==> config.mk <==
export PLATFORM = sky130hd
export DESIGN_NAME = perf_scan_ctrl_flat
export DESIGN_NICKNAME = d
export VERILOG_FILES = /design/src/rtl/perf_scan_ctrl_pkg.sv /design/src/rtl/perf_scan_ctrl_if.sv /design/src/rtl/perf_scan_ctrl_timer.sv /design/src/rtl/perf_scan_ctrl.sv /design/src/flat_wrapper.sv
export SDC_FILE = /design/constraint.sdc
export NUM_CORES = 1
export LEC_CHECK = 0
export CAP_MARGIN = 10
export CORE_ASPECT_RATIO = 0.6
export CORE_MARGIN = 1.5
export CORE_UTILIZATION = 25
export CTS_BUF_LIST = sky130_fd_sc_hd__clkbuf_16
export DETAILED_ROUTE_END_ITERATION = 8
export GPL_ROUTABILITY_DRIVEN = 0
export GPL_TIMING_DRIVEN = 0
export PLACE_DENSITY = 0.58
export SLEW_MARGIN = 15
export SYNTH_ARGS = -nofsm -noshare
export SYNTH_HDL_FRONTEND = slang
export SYNTH_SLANG_ARGS = --single-unit
==> constraint.sdc <==
create_clock -name i_clk -period 1.9 [get_ports i_clk]
set_input_delay 0.19 -clock i_clk [delete_from_list [all_inputs] [get_ports i_clk]]
set_output_delay 0.19 -clock i_clk [all_outputs]
set_load 0.05 [all_outputs]
==> src/rtl/perf_scan_ctrl_pkg.sv <==
// Shared types and widths for the perf counter scan controller.
package perf_scan_ctrl_pkg;

  localparam int PERF_ADDR_W = 8;
  localparam int PERF_DATA_W = 32;

  typedef enum logic [2:0] {
    IDLE,
    REQ,
    WAIT,
    EMIT,
    DONE
  } scan_state_t;

  typedef struct packed {
    logic [PERF_ADDR_W-1:0] addr;
    logic [PERF_DATA_W-1:0] data;
    logic                   timeout;
  } perf_rec_t;

endpackage

==> src/rtl/perf_scan_ctrl_if.sv <==
// perf counter bus: one master strobes an address, slaves answer with ack/data
// (data is OR-combined, so idle slaves drive zero) or hold off with stall.
interface perf_scan_ctrl_if;
  import perf_scan_ctrl_pkg::*;

  logic [PERF_ADDR_W-1:0] addr;
  logic                   stb;
  logic                   ack;
  logic                   stall;
  logic [PERF_DATA_W-1:0] data;

  modport master (output addr, output stb, input ack, input data, input stall);
  modport slave  (input addr, input stb, output ack, output data, output stall);
endinterface

==> src/rtl/perf_scan_ctrl_timer.sv <==
// Read timeout down-counter: load TIMEOUT-1 when a read is issued, count while
// waiting, expired once the count reaches zero.
module perf_scan_ctrl_timer #(
  parameter int TIMEOUT = 8
) (
  input  logic i_clk,
  input  logic i_reset,
  input  logic i_load,
  input  logic i_count,
  output logic o_expired
);
  localparam int CNT_W = $clog2(TIMEOUT);

  logic [CNT_W-1:0] cnt_q, cnt_d;

  // Next count: load takes priority, decrement saturates at zero.
  always_comb begin
    cnt_d = cnt_q;
    if (i_load) begin
      cnt_d = CNT_W'(TIMEOUT - 1);
    end else if (i_count && (cnt_q != '0)) begin
      cnt_d = cnt_q - 1'b1;
    end
  end

  // Count register.
  always_ff @(posedge i_clk) begin
    if (i_reset) cnt_q <= '0;
    else         cnt_q <= cnt_d;
  end

  assign o_expired = (cnt_q == '0);
endmodule

==> src/rtl/perf_scan_ctrl.sv <==
// Scans perf counters BASE_ADDR..BASE_ADDR+N_COUNTERS-1 one read at a time and
// streams {addr, data, timeout} records on a valid/ready port.
// Optional build macro PERF_SCAN_DELTA_EN: report cur - prev per counter
// instead of the raw value.
//
// state | meaning
// IDLE  | waiting for i_start
// REQ   | stb asserted with current address, held while slave stalls
// WAIT  | waiting for ack, abandoned after TIMEOUT cycles
// EMIT  | record valid, held until the sink accepts it
// DONE  | one-cycle completion pulse
module perf_scan_ctrl
  import perf_scan_ctrl_pkg::*;
#(
  parameter int N_COUNTERS = 16,
  parameter int BASE_ADDR  = 0,
  parameter int TIMEOUT    = 8
) (
  input  logic                   i_clk,
  input  logic                   i_reset,
  input  logic                   i_start,
  output logic                   o_busy,
  output logic                   o_done,
  output logic                   o_valid,
  input  logic                   i_ready,
  output logic [PERF_ADDR_W-1:0] o_addr,
  output logic [PERF_DATA_W-1:0] o_data,
  output logic                   o_timeout,
  perf_scan_ctrl_if.master       perf
);
  localparam int IDX_W = (N_COUNTERS > 1) ? $clog2(N_COUNTERS) : 1;
  localparam logic [IDX_W-1:0] LAST_IDX = IDX_W'(N_COUNTERS - 1);

  if ((BASE_ADDR + N_COUNTERS > 256) || (N_COUNTERS < 1) || (TIMEOUT < 2)) begin : g_param_err
    $error("perf_scan_ctrl: BASE_ADDR+N_COUNTERS must be <= 256, N_COUNTERS >= 1, TIMEOUT >= 2");
  end

  scan_state_t            state_q, state_d;
  logic [IDX_W-1:0]       idx_q, idx_d;
  perf_rec_t              rec_q, rec_d;
  logic [PERF_ADDR_W-1:0] req_addr;
  logic [PERF_DATA_W-1:0] cap_data;
  logic                   tmr_load, tmr_count, tmr_expired;

  assign req_addr = PERF_ADDR_W'(BASE_ADDR) + PERF_ADDR_W'(idx_q);

  perf_scan_ctrl_timer #(.TIMEOUT(TIMEOUT)) u_timer (
    .i_clk     (i_clk),
    .i_reset   (i_reset),
    .i_load    (tmr_load),
    .i_count   (tmr_count),
    .o_expired (tmr_expired)
  );

`ifdef PERF_SCAN_DELTA_EN
  logic [PERF_DATA_W-1:0] prev_q [N_COUNTERS];
  logic [PERF_DATA_W-1:0] cur_q, cur_d;

  assign cap_data = perf.data - prev_q[idx_q];

  // Raw value of the acked read, kept to become the next baseline.
  always_comb begin
    cur_d = cur_q;
    if ((state_q == WAIT) && perf.ack) cur_d = perf.data;
  end

  // Baseline per counter; only acked records move it.
  always_ff @(posedge i_clk) begin
    if (i_reset) begin
      cur_q <= '0;
      for (int i = 0; i < N_COUNTERS; i++) prev_q[i] <= '0;
    end else begin
      cur_q <= cur_d;
      if ((state_q == EMIT) && i_ready && !rec_q.timeout) prev_q[idx_q] <= cur_q;
    end
  end
`else
  assign cap_data = perf.data;
`endif

  // Next-state, bus drive and stream outputs.
  always_comb begin
    state_d   = state_q;
    idx_d     = idx_q;
    rec_d     = rec_q;
    tmr_load  = 1'b0;
    tmr_count = 1'b0;
    perf.stb  = 1'b0;
    perf.addr = '0;
    o_valid   = 1'b0;
    o_done    = 1'b0;
    o_busy    = (state_q != IDLE);
    case (state_q)
      IDLE: begin
        if (i_start) begin
          idx_d   = '0;
          state_d = REQ;
        end
      end
      REQ: begin
        perf.stb  = 1'b1;
        perf.addr = req_addr;
        if (!perf.stall) begin
          tmr_load = 1'b1;
          state_d  = WAIT;
        end
      end
      WAIT: begin
        if (perf.ack) begin
          rec_d   = '{addr: req_addr, data: cap_data, timeout: 1'b0};
          state_d = EMIT;
        end else if (tmr_expired) begin
          rec_d   = '{addr: req_addr, data: '0, timeout: 1'b1};
          state_d = EMIT;
        end else begin
          tmr_count = 1'b1;
        end
      end
      EMIT: begin
        o_valid = 1'b1;
        if (i_ready) begin
          if (idx_q == LAST_IDX) begin
            state_d = DONE;
          end else begin
            idx_d   = idx_q + 1'b1;
            state_d = REQ;
          end
        end
      end
      DONE: begin
        o_done  = 1'b1;
        state_d = IDLE;
      end
      default: state_d = IDLE;
    endcase
  end

  // State, index and record registers.
  always_ff @(posedge i_clk) begin
    if (i_reset) begin
      state_q <= IDLE;
      idx_q   <= '0;
      rec_q   <= '0;
    end else begin
      state_q <= state_d;
      idx_q   <= idx_d;
      rec_q   <= rec_d;
    end
  end

  assign o_addr    = rec_q.addr;
  assign o_data    = rec_q.data;
  assign o_timeout = rec_q.timeout;
endmodule

==> src/flat_wrapper.sv <==
// flat-port wrapper written by rule: the top's interface ports become plain ports
module perf_scan_ctrl_flat import perf_scan_ctrl_pkg::*;
#(
  parameter int N_COUNTERS = 16,
  parameter int BASE_ADDR  = 0,
  parameter int TIMEOUT    = 8
)
  (i_clk, i_reset, i_start, o_busy, o_done, o_valid, i_ready, o_addr, o_data, o_timeout, perf_addr, perf_stb, perf_ack, perf_data, perf_stall);
  perf_scan_ctrl_if perf_i ();
  input  logic i_clk;
  input  logic i_reset;
  input  logic i_start;
  output logic o_busy;
  output logic o_done;
  output logic o_valid;
  input  logic i_ready;
  output logic [PERF_ADDR_W-1:0] o_addr;
  output logic [PERF_DATA_W-1:0] o_data;
  output logic o_timeout;
  output wire logic [$bits(perf_i.addr)-1:0] perf_addr;
  output wire logic [$bits(perf_i.stb)-1:0] perf_stb;
  input wire logic [$bits(perf_i.ack)-1:0] perf_ack;
  input wire logic [$bits(perf_i.data)-1:0] perf_data;
  input wire logic [$bits(perf_i.stall)-1:0] perf_stall;
  assign perf_addr = perf_i.addr;
  assign perf_stb = perf_i.stb;
  assign perf_i.ack = perf_ack;
  assign perf_i.data = perf_data;
  assign perf_i.stall = perf_stall;
  perf_scan_ctrl #(.N_COUNTERS(N_COUNTERS), .BASE_ADDR(BASE_ADDR), .TIMEOUT(TIMEOUT)) u_core (.i_clk(i_clk), .i_reset(i_reset), .i_start(i_start), .o_busy(o_busy), .o_done(o_done), .o_valid(o_valid), .i_ready(i_ready), .o_addr(o_addr), .o_data(o_data), .o_timeout(o_timeout), .perf(perf_i));
endmodule
==> impl_metrics.env <==
export IMPL_core_sq_um=8650
export IMPL_worst_slack_ps=107
export IMPL_hold_path_class="reg2reg"
export IMPL_async_reset_ff_share_pct=0
export IMPL_fillCellCount=875
export IMPL_overflow=0
export IMPL_violations="DRC"
export IMPL_worstPathCellList="buf_2, nand2_1, nor2_1, clkdlybuf4s15_1"
export IMPL_antenna_cells=0
export IMPL_crit_type="reg2out"
export IMPL_synth_area_top_cells="dfxtp_1 42%, a22oi_2 16%, nor2_2 8.0%"
export IMPL_finalHoldViolations=0
export IMPL_layout_nets=351
export IMPL_rsz0062_at_grt="false"
export IMPL_clock_sinks=47
export IMPL_clk_latency_ps=290
export IMPL_clock_fmax_mhz=558
export IMPL_grtUsageTotal_pct=12.3
export IMPL_r2r_slack_ps=260
export IMPL_dp_cells=412
export IMPL_fin_setup_tns_ps=0
export IMPL_slew_headroom_pct=55.2
export IMPL_fp_dieH_um=76.6
export IMPL_area_growth_pct=51.4
export IMPL_start_util_pct=26.1
export IMPL_row_count=26
export IMPL_min_period_ps=1790
export IMPL_io_pins=91
export IMPL_r2r_start="u_core.u_timer.cnt_q[0]$_SDFFE_PP0P_"
export IMPL_fin_cells=423
export IMPL_cts_clk_slew_worst_paths_ps=60
export IMPL_r2r_cells=7
export IMPL_yosysTopAreaCellShare_pct=41.6
export IMPL_pre_cts_ws_ps=-158
export IMPL_grt_pass1_vias=1828
export IMPL_grt_max_degree=15
export IMPL_synth_top_area_cell="dfxtp_1"
export IMPL_critPathBufInv=2
export IMPL_clockRootBuffer="clkbuf_16"
export IMPL_cpMaxStageDelayCell="clkdlybuf4s15_1"
export IMPL_p_leak_nw=1.24
export IMPL_postLayoutCoreUtil_pct=39.5
export IMPL_synth_edf_count=0
export IMPL_r2r_end="u_core.o_data[11]$_SDFFE_PP0P_"
export IMPL_avgSynthCellArea_sq_um=10.7
export IMPL_first_pass_iters=6
export IMPL_ys_top_cells_by_count="47 x dfxtp_1, 29 x a22oi_2, 29 x nor2_2"
export IMPL_ys_ff_latch=47
export IMPL_wl_per_cell_um=13.5
export IMPL_hold_depth=2
export IMPL_cts_buffer_depth=2
export IMPL_ys_types=45
export IMPL_crit_path_end_kind="primary output"
export IMPL_grt_pass1_wl_um=9430
export IMPL_via_count=1859
export IMPL_critPathMaxFanout=10
export IMPL_drive_above_1_share_pct=32.2
export IMPL_synth_seq_area_share_pct=41.6
export IMPL_numCtsBuffers=5
export IMPL_ys_flop_type="dfxtp_1"
export IMPL_fin_total_pwr_mw=3.23
export IMPL_powerDensity_nw_per_um2=943
export IMPL_htree_num_levels=2
export IMPL_fin_skew_ps=4.02
export IMPL_final_area_sq_um=3420
export IMPL_setup_viol=0
export IMPL_cp_top_family="buffers and inverters"
export IMPL_ys_warnings_count=0
export IMPL_yosysMostFrequentCell="dfxtp_1"
export IMPL_antenna_found_initial=0
export IMPL_startpoint_type="register"
export IMPL_die_area_sq_um=9640
export IMPL_outcome="complete, but fails checks"
export IMPL_hold_start="u_core.o_data[3]$_SDFFE_PP0P_"
export IMPL_port_buffers=82
export IMPL_holdPathEnd="u_core.o_data[3]$_SDFFE_PP0P_"
export IMPL_routed_wl_um=5700
export IMPL_synthCells=211
export IMPL_cts_tree="built"
export IMPL_cts_hold_buffers=0
export IMPL_worstPathRequired_ps=1710
export IMPL_die_x_um=126
export IMPL_placed_area_sq_um=3250
export IMPL_cp_slowest_stage_delay_ps=500
export IMPL_syn_area_sq_um=2260
export IMPL_ant_nets=0
export IMPL_drt_iter0_markers=36
export IMPL_drv_slew=0
export IMPL_hold_ws_ps=497
export IMPL_drc=5
export IMPL_drv_cap=0
export IMPL_peakVddDrop_uv=322
export IMPL_min_period_over_period_pct=94.4
export IMPL_viasPerCell=4.39
export IMPL_hpwl_um=4160
export IMPL_worstPathArrival_ps=1600
export IMPL_worstMarginPinSlew_ps=672
## state kept, by name, indices dropped and copies added, names as in the netlist
| name | count |
|---|---|
| u_core.idx_q | 4 |
| u_core.o_data | 32 |
| u_core.u_timer.cnt_q | 3 |
| u_core.o_addr | 4 |
| u_core.o_timeout | 1 |
| u_core.state_q | 3 |
## kinds of logic after synthesis
group / after synthesis / synth area share (%)
compound gates: 50 / 22.8
buf+inv: 28 / 10.3
simple gates: 75 / 20.3
flops: 47 / 41.6
fa+ha+maj: 3 / 1.66
xor+xnor: 1 / 0.388
other cells: 1 / 0.166
mux: 6 / 2.71
## worst max path at each step
stage | from | end | cells after the start
floorplan | u_core.state_q[1]$_SDFFE_PP0P_ | perf_addr[0] | 3
global placement | u_core.state_q[1]$_SDFFE_PP0P_ | perf_addr[0] | 4
detailed placement | u_core.state_q[1]$_SDFFE_PP0P_ | perf_addr[0] | 4
CTS | u_core.state_q[1]$_SDFFE_PP0P_ | perf_addr[2] | 4
global route | u_core.state_q[0]$_SDFFE_PP0P_ | o_valid | 4
finish | u_core.state_q[0]$_SDFFE_PP0P_ | o_valid | 4
## power by group
group / switching [mW] / internal [mW]
Combinational: 0.657 / 0.475
Clock: 0.369 / 0.614
Sequential: 0.0534 / 1.06
Total: 1.08 / 2.15
## layer usage
layer  global-route usage, %  part of all wire [%]
met3                    5.27                   8.0
met5                       0                     0
met4                    2.99                  0.77
met1                    16.2                    50
met2                    18.4                    41
## layout by cell type, fill, tap and decap left out, types with 3 or more instances in the layout
master           netlist  layout
a21oi_1                7       7
a22oi_1                3       3
a22oi_2               29      29
and2_1                 6       6
buf_12                 4       4
buf_2                  2       6
buf_4                  8      12
buf_6                  4       4
clkbuf_1               4       4
clkbuf_16              0       5
clkdlybuf4s50_1        0      74
conb_1                 1       8
dfxtp_1               47      47
ha_1                   3       3
inv_1                  5       5
mux2i_1                5       5
nand2_1                7       7
nand2b_1               4       4
nor2_1                10      10
nor2_2                29      29
## final cells by class
class / instances / area [sq um] / area share (%)
buffer: 23 / 214 / 6.25
sequential: 47 / 941 / 27.5
inverter: 5 / 18.8 / 0.548
multi-input combinational: 143 / 1130 / 32.9
clock buffer: 5 / 125 / 3.66
timing repair buffer: 85 / 818 / 23.9
clock inverter: 3 / 38.8 / 1.13
tap: 112 / 140 / 4.10
## timing repair
item                       CTS  global route
setup endpoints to repair    8            36
gates cloned                 0             0
buffers inserted             1             2
hold endpoints to repair     0             0
gates resized for setup     22             7
pin swaps                    1             1
## tightest hold or removal path, delay by kind of cell (launching register included)
kind	cells	cell delay, ps
flip-flops	1	340
AO/OA/AOI/OAI	1	60
AND/OR/NAND/NOR	1	60
Note: power is estimated with default switching activity, not from simulation.
